$ cat src/rtl/vector_seq_if.sv
// rtl/vector_seq_if.sv - display-list memory and line-generator bus of the vector sequencer
// Master side is the sequencer; slave side is the RAM plus line generator pair.
interface vector_seq_if #(
    parameter int BITS      = 16,
    parameter int ADDR_BITS = 10
);
    logic [ADDR_BITS-1:0] mem_addr;
    logic [2*BITS+1:0]    mem_data;
    logic                 lt_strobe;
    logic [BITS-1:0]      lt_x;
    logic [BITS-1:0]      lt_y;
    logic                 lt_ready;

    modport master (
        output mem_addr, lt_strobe, lt_x, lt_y,
        input  mem_data, lt_ready
    );

    modport slave (
        input  mem_addr, lt_strobe, lt_x, lt_y,
        output mem_data, lt_ready
    );
endinterface

$ cat src/rtl/vector_seq.sv
// rtl/vector_seq.sv - display-list sequencer driving the line generator
// Walks point memory, strobes each destination, and sequences beam blanking, settle and dwell.
module vector_seq #(
    parameter int BITS         = 16,
    parameter int ADDR_BITS    = 10,
    parameter int BLANK_SETTLE = 8,
    parameter int DWELL        = 4
) (
    input  logic         clk,
    input  logic         reset,
    input  logic         run,
    vector_seq_if.master bus,
    output logic         bright,
    output logic         frame_done,
    output logic         busy
);
    localparam int CNT_MAX = (BLANK_SETTLE > DWELL) ? BLANK_SETTLE : DWELL;
    localparam int CNT_W   = (CNT_MAX > 0) ? $clog2(CNT_MAX + 1) : 1;
    localparam logic [CNT_W-1:0] SETTLE_LOAD = CNT_W'(BLANK_SETTLE - 1);
    localparam logic [CNT_W-1:0] DWELL_LOAD  = CNT_W'(DWELL - 1);

    typedef enum logic [2:0] {
        IDLE, FETCH, LATCH, SETTLE, STROBE, WAIT, DWELL_ST, EOF
    } state_t;

    state_t state, next_state;

    logic [ADDR_BITS-1:0] mem_addr_q, addr_d;
    logic                 strobe_q, strobe_d;
    logic [BITS-1:0]      x_q, x_d, y_q, y_d;
    logic                 bright_q, bright_d;
    logic                 fd_q, fd_d;
    logic                 busy_q, busy_d;
    logic [CNT_W-1:0]     cnt_q, cnt_d;
    logic                 first_wait_q, first_wait_d;
    logic                 ent_bright_q, ent_bright_d;
    logic [BITS-1:0]      ent_x_q, ent_x_d, ent_y_q, ent_y_d;

    logic            mem_end, mem_bright;
    logic [BITS-1:0] mem_x, mem_y;
    logic            at_last;
    state_t          after_entry;

    assign mem_end    = bus.mem_data[2*BITS+1];
    assign mem_bright = bus.mem_data[2*BITS];
    assign mem_x      = bus.mem_data[2*BITS-1:BITS];
    assign mem_y      = bus.mem_data[BITS-1:0];
    assign at_last    = (mem_addr_q == {ADDR_BITS{1'b1}});

    assign bus.mem_addr  = mem_addr_q;
    assign bus.lt_strobe = strobe_q;
    assign bus.lt_x      = x_q;
    assign bus.lt_y      = y_q;
    assign bright        = bright_q;
    assign frame_done    = fd_q;
    assign busy          = busy_q;

    always_ff @(posedge clk) begin
        if (reset) begin
            state        <= IDLE;
            mem_addr_q   <= '0;
            strobe_q     <= 1'b0;
            x_q          <= '0;
            y_q          <= '0;
            bright_q     <= 1'b0;
            fd_q         <= 1'b0;
            busy_q       <= 1'b0;
            cnt_q        <= '0;
            first_wait_q <= 1'b0;
            ent_bright_q <= 1'b0;
            ent_x_q      <= '0;
            ent_y_q      <= '0;
        end else begin
            state        <= next_state;
            mem_addr_q   <= addr_d;
            strobe_q     <= strobe_d;
            x_q          <= x_d;
            y_q          <= y_d;
            bright_q     <= bright_d;
            fd_q         <= fd_d;
            busy_q       <= busy_d;
            cnt_q        <= cnt_d;
            first_wait_q <= first_wait_d;
            ent_bright_q <= ent_bright_d;
            ent_x_q      <= ent_x_d;
            ent_y_q      <= ent_y_d;
        end
    end

    // Run is only sampled between entries (here) and in IDLE/EOF.
    always_comb begin
        after_entry = at_last ? EOF : (run ? FETCH : IDLE);
        next_state  = state;
        case (state)
            IDLE:     if (run) next_state = FETCH;
            FETCH:    next_state = LATCH;
            LATCH: begin
                if (mem_end)                             next_state = EOF;
                else if (!mem_bright && BLANK_SETTLE != 0) next_state = SETTLE;
                else                                     next_state = STROBE;
            end
            SETTLE:   if (cnt_q == '0) next_state = STROBE;
            STROBE:   next_state = WAIT;
            // The generator's ready still reflects the old target in the first WAIT cycle.
            WAIT:     if (!first_wait_q && bus.lt_ready)
                          next_state = (DWELL != 0) ? DWELL_ST : after_entry;
            DWELL_ST: if (cnt_q == '0) next_state = after_entry;
            EOF:      next_state = run ? FETCH : IDLE;
            default:  next_state = IDLE;
        endcase
    end

    always_comb begin
        addr_d       = mem_addr_q;
        strobe_d     = 1'b0;
        x_d          = x_q;
        y_d          = y_q;
        bright_d     = bright_q;
        fd_d         = (next_state == EOF);
        busy_d       = (next_state != IDLE);
        cnt_d        = cnt_q;
        first_wait_d = (state == STROBE);
        ent_bright_d = ent_bright_q;
        ent_x_d      = ent_x_q;
        ent_y_d      = ent_y_q;

        if (next_state == STROBE) begin
            strobe_d = 1'b1;
            x_d      = (state == LATCH) ? mem_x : ent_x_q;
            y_d      = (state == LATCH) ? mem_y : ent_y_q;
        end

        case (state)
            IDLE: bright_d = 1'b0;
            LATCH: begin
                ent_bright_d = mem_bright;
                ent_x_d      = mem_x;
                ent_y_d      = mem_y;
                if (!mem_end && !mem_bright) begin
                    bright_d = 1'b0;
                    cnt_d    = SETTLE_LOAD;
                end
            end
            SETTLE: if (cnt_q != '0) cnt_d = cnt_q - CNT_W'(1);
            STROBE: bright_d = ent_bright_q;
            WAIT:   if (next_state == DWELL_ST) cnt_d = DWELL_LOAD;
            DWELL_ST: if (cnt_q != '0) cnt_d = cnt_q - CNT_W'(1);
            EOF: begin
                bright_d = 1'b0;
                addr_d   = '0;
            end
            default: ;
        endcase

        if ((state == WAIT || state == DWELL_ST) &&
            (next_state == FETCH || next_state == IDLE)) begin
            addr_d = mem_addr_q + ADDR_BITS'(1);
            if (next_state == IDLE) bright_d = 1'b0;
        end
    end
endmodule
$ cat src/flat_wrapper.sv
// flat-port wrapper written by rule: the top's interface ports become plain ports
module vector_seq_flat 
#(
    parameter int BITS         = 16,
    parameter int ADDR_BITS    = 10,
    parameter int BLANK_SETTLE = 8,
    parameter int DWELL        = 4
)
  (clk, reset, run, bright, frame_done, busy, bus_mem_addr, bus_lt_strobe, bus_lt_x, bus_lt_y, bus_mem_data, bus_lt_ready);
  vector_seq_if #(.BITS(BITS), .ADDR_BITS(ADDR_BITS)) bus_i ();
  input  logic clk;
  input  logic reset;
  input  logic run;
  output logic bright;
  output logic frame_done;
  output logic busy;
  output wire logic [$bits(bus_i.mem_addr)-1:0] bus_mem_addr;
  output wire logic [$bits(bus_i.lt_strobe)-1:0] bus_lt_strobe;
  output wire logic [$bits(bus_i.lt_x)-1:0] bus_lt_x;
  output wire logic [$bits(bus_i.lt_y)-1:0] bus_lt_y;
  input wire logic [$bits(bus_i.mem_data)-1:0] bus_mem_data;
  input wire logic [$bits(bus_i.lt_ready)-1:0] bus_lt_ready;
  assign bus_mem_addr = bus_i.mem_addr;
  assign bus_lt_strobe = bus_i.lt_strobe;
  assign bus_lt_x = bus_i.lt_x;
  assign bus_lt_y = bus_i.lt_y;
  assign bus_i.mem_data = bus_mem_data;
  assign bus_i.lt_ready = bus_lt_ready;
  vector_seq #(.BITS(BITS), .ADDR_BITS(ADDR_BITS), .BLANK_SETTLE(BLANK_SETTLE), .DWELL(DWELL)) u_core (.clk(clk), .reset(reset), .run(run), .bus(bus_i), .bright(bright), .frame_done(frame_done), .busy(busy));
endmodule
$ cat config.mk
export PLATFORM = sky130hd
export DESIGN_NAME = vector_seq_flat
export DESIGN_NICKNAME = d
export VERILOG_FILES = /design/src/rtl/vector_seq_if.sv /design/src/rtl/vector_seq.sv /design/src/flat_wrapper.sv
export SDC_FILE = /design/constraint.sdc
export NUM_CORES = 1
export LEC_CHECK = 0
export ABC_AREA = 0
export BUFFER_PORTS_ARGS = -buffer_cell sky130_fd_sc_hd__buf_2
export CORE_UTILIZATION = 40
export CTS_CLUSTER_SIZE = 10
export DETAILED_ROUTE_END_ITERATION = 16
export PLACE_DENSITY = 0.71
export SETUP_SLACK_MARGIN = 0.1
export SLEW_MARGIN = 0
export SYNTH_ARGS = -nofsm -noshare
export SYNTH_HDL_FRONTEND = slang
export SYNTH_SLANG_ARGS = --single-unit
$ cat constraint.sdc
create_clock -name clk -period 3 [get_ports clk]
set_input_delay 0.15 -clock clk [delete_from_list [all_inputs] [get_ports clk]]
set_output_delay 0.15 -clock clk [all_outputs]
set_load 0.01 [all_outputs]
==> flow_metrics.py <==
metrics = {
    "setup_path": {
        "cp_num_buf_inv": 2,
        "startpoint_type": "flop",
        "path_max_fanout": 18,
        "worst-setup-path-type": "flop to flop",
        "cp-end-kind": "flop",
        "largest_delay_contributor_family_on_the_critical_path": "compound AO/OA/AOI/OAI gates",
        "critical_path_arrival_ns": 2.84,
        "critical_path_required_ns": 3.25,
        "timing.critical_path.slowest_cell_delay_ns": 0.66,
        "timing.critical_path.slowest_stage_cell": "dfxtp_1",
        "ordered_list_of_cells_on_the_worst_path": "inv_1, a31o_2, a311oi_2, o221a_4, buf_4, mux2_2",
    },
    "place": {
        "portBuffers": 83,
        "gp_routability_congestion": 0.876,
        "hpwl_um": 5610,
    },
    "power": {
        "comb_power_share_pct": 26.6,
        "powerDensity_nw_per_um2": 676,
        "sw_ratio_pct": 35.0,
        "vdd_drop_max_mv": 0.363,
        "share_seq_of_total_power_pct": 46.5,
        "static-leakage-power_nw": 1.84,
        "power.net_switching_mw": 1.04,
        "p_clk_share_pct": 27.0,
        "total_power_consumption_mw": 2.97,
        "intPower_mw": 1.93,
    },
    "sta": {
        "period_needed_ns": 2.59,
        "timing.setup.tns_ns": 0,
        "worstMarginPinSlew_ns": 0.818,
        "final_hold_violation_count": 0,
        "timing.max_slew.rel_slack_pct": 45.5,
        "finalCritPeriodShare_pct": 86.3,
        "finalClockSkew_ns": 0.00963,
        "rsz0062_at_grt": "no",
        "setup_viol": 0,
        "report.final.slew_viol_count": 0,
        "achievable-frequency_mhz": 386,
    },
    "clock_network": {
        "htree_num_levels": 3,
        "tritoncts": "built",
        "cts_resized": 0,
        "cts.reportedPaths.clkPinSlew_ns": 0.10,
        "cts_hold_buf": 0,
        "root_buffer_cell": "clkbuf_8",
        "cts.sinks": 87,
        "cts_setup_buffers": 0,
        "tritoncts.num_buffers": 9,
        "ctsLongestPathBuffers": 2,
        "worstSkewPairLatency_ns": 0.36,
    },
    "floorplan": {
        "floorplan.die.height_um": 98.8,
        "row_count": 34,
        "fp.dieW_um": 98.8,
        "floorplan.initialDensity_pct": 42.2,
        "ios": 84,
        "core_um2": 8890,
        "dieArea_um2": 9770,
    },
    "synth": {
        "post_synthesis_cell_count": 392,
        "mappedNetlistNets": 432,
        "ys.warnings.count": 0,
        "ys.flop_type": "dfxtp_1",
        "yosys.area.top_type": "dfxtp_1",
        "asyncSetResetFlopFracSynth_pct": 0,
        "synth.top_cells.by_count": "dfxtp_1, nand2_1, a21oi_1",
        "main_area_contributors_after_synthesis": "dfxtp_1, mux2_4, nand2_1",
        "syn_area_um2": 3750,
        "synth.most_common_cell": "dfxtp_1",
        "ys_seq_elements": 87,
        "synth_cell_types": 53,
        "synth_edf_count": 0,
        "fraction_of_post_synthesis_cell_area_in_the_top_cell_type_by_area_pct": 46.4,
        "syn-mean-instance-area_um2": 9.57,
        "share_of_the_yosys_chip_area_belonging_to_registers_pct": 46.4,
    },
    "route": {
        "initialDrtViolationCount": 110,
        "drt_wl_cell_um": 14.2,
        "via_count": 2976,
        "final_ant_viol_nets": 0,
        "route.detailed.drc": 0,
        "routed_via_density": 5.13,
        "detail_route.wirelength_um": 8220,
        "drtPass1Iterations": 5,
    },
    "global_routing": {
        "gr-total-overflow": 0,
        "global_route_wire_length_before_repair_um": 13600,
        "first_global_vias": 2889,
        "antenna_found_initial": 0,
        "grt_max_degree": 47,
        "globalRouteTotalUtil_pct": 17.5,
    },
    "finish": {
        "final.fill_count": 849,
        "layout-area-overhead-vs-synth_pct": 17.3,
        "proportion_of_layout_cells_with_a_drive_suffix_above_1_pct": 30.5,
        "register_area_um2": 1740,
        "final_nets": 507,
        "multi_input_area_um2": 1840,
        "num_antenna_cells": 0,
    },
    "hold_path": {
        "hp-class": "input port to flop",
    },
    "run_status": {
        "status": "finished, final reports clean",
    },
    "flow_run": {
        "cap_viol_max_count": 0,
    },
}
per-layer routing:
layer / part of all wire, % / up-vias / track usage, %
met4: 1.2 / 0 / 5.28
met2: 46 / 80 / 28.2
met3: 4.8 / 12 / 4.47
met5: 0 / - / 0
met1: 48 / 1387 / 23.0
li1: - / 1497 / -
path summary, 6_finish.rpt:
| check | startpoint | end | slack [ns] | cells after the start |
|---|---|---|---|---|
| max reg2reg | u_core.state[0] | u_core.bus.lt_y[12] | 0.41 | 6 |
| min reg2reg | u_core.ent_y_q[7] | u_core.ent_y_q[7] | 0.46 | 2 |
| min | bus_mem_data[27] | u_core.ent_x_q[11] | 0.04 | 3 |
| max | u_core.state[0] | u_core.bus.lt_y[12] | 0.41 | 6 |
layout by cell type (no fill, tap or decap), types with 6 or more instances in the layout:
cell type  synthesis  routed
inv_1              6       6
nor2b_1           34      34
mux2_4            30      30
dfxtp_1           87      87
nand3_1            6       6
clkbuf_8           0       9
nand2_1           73      73
nor2_1            17      17
a21oi_1           43      43
buf_2              2      83
power by group through the flow:
stage | clock network, mW | registers [mW] | logic, mW
after floorplan | 0 | 1.37 | 0.662
after global placement | 0 | 1.40 | 0.772
after detailed placement | 0 | 1.41 | 0.790
after CTS | 0.827 | 1.38 | 0.793
after global routing | 0.870 | 1.40 | 0.871
final | 0.802 | 1.38 | 0.790
cell families (layout without fill, tap and decap cells):
| group | after synthesis | in the layout | synth area share [%] |
|---|---|---|---|
| simple gates | 164 | 164 | 22.0 |
| flops | 87 | 87 | 46.4 |
| compound gates | 72 | 72 | 12.4 |
| mux | 33 | 33 | 12.9 |
| buf+inv | 30 | 110 | 4.67 |
| xor+xnor | 4 | 4 | 0.934 |
| fa+ha+maj | 2 | 2 | 0.667 |
cell type report:
class	instances	share of cell area [%]
inverter	6	0.512
clock inverter	7	1.59
clock buffer	9	2.82
tap	108	3.07
sequential	87	39.6
multi-input combinational	275	41.8
timing repair buffer	88	10.6
state kept, by name, summed over array words and instances (netlist names):
name                  cells
u_core.bus.lt_x          16
u_core.frame_done         1
u_core.busy               1
u_core.ent_bright_q       1
u_core.bright             1
u_core.bus.lt_y          16
u_core.ent_y_q           16
u_core.bus.mem_addr      10
u_core.ent_x_q           16
u_core.bus.lt_strobe      1
u_core.state              3
u_core.first_wait_q       1
u_core.cnt_q              4
worst min-delay path: cells and delay by family:
kind / cells / cell delay (ns)
compound gates: 1 / 0.06
buf+inv: 1 / 0.09
simple gates: 1 / 0.05
metrics by stage:
| step | cell area, um2 | hold WS [ns] | setup WS (ns) | util [%] | cells |
|---|---|---|---|---|---|
| final | 4400 | 0.0442 | 0.410 | 49.5 | 580 |
| after global routing | 4400 | 0.0364 | 0.246 | 49.5 | 580 |
| after CTS | 4400 | 0.0254 | 0.433 | 49.5 | 580 |
| after detailed placement | 4200 | 0.421 | 0.453 | 47.3 | 564 |
| after global placement | 4200 | 0.412 | 0.517 | 47.3 | 564 |
| after floorplan | 3750 | 0.286 | 0.776 | - | 392 |
No activity file was read; power rests on OpenSTA's default activity.
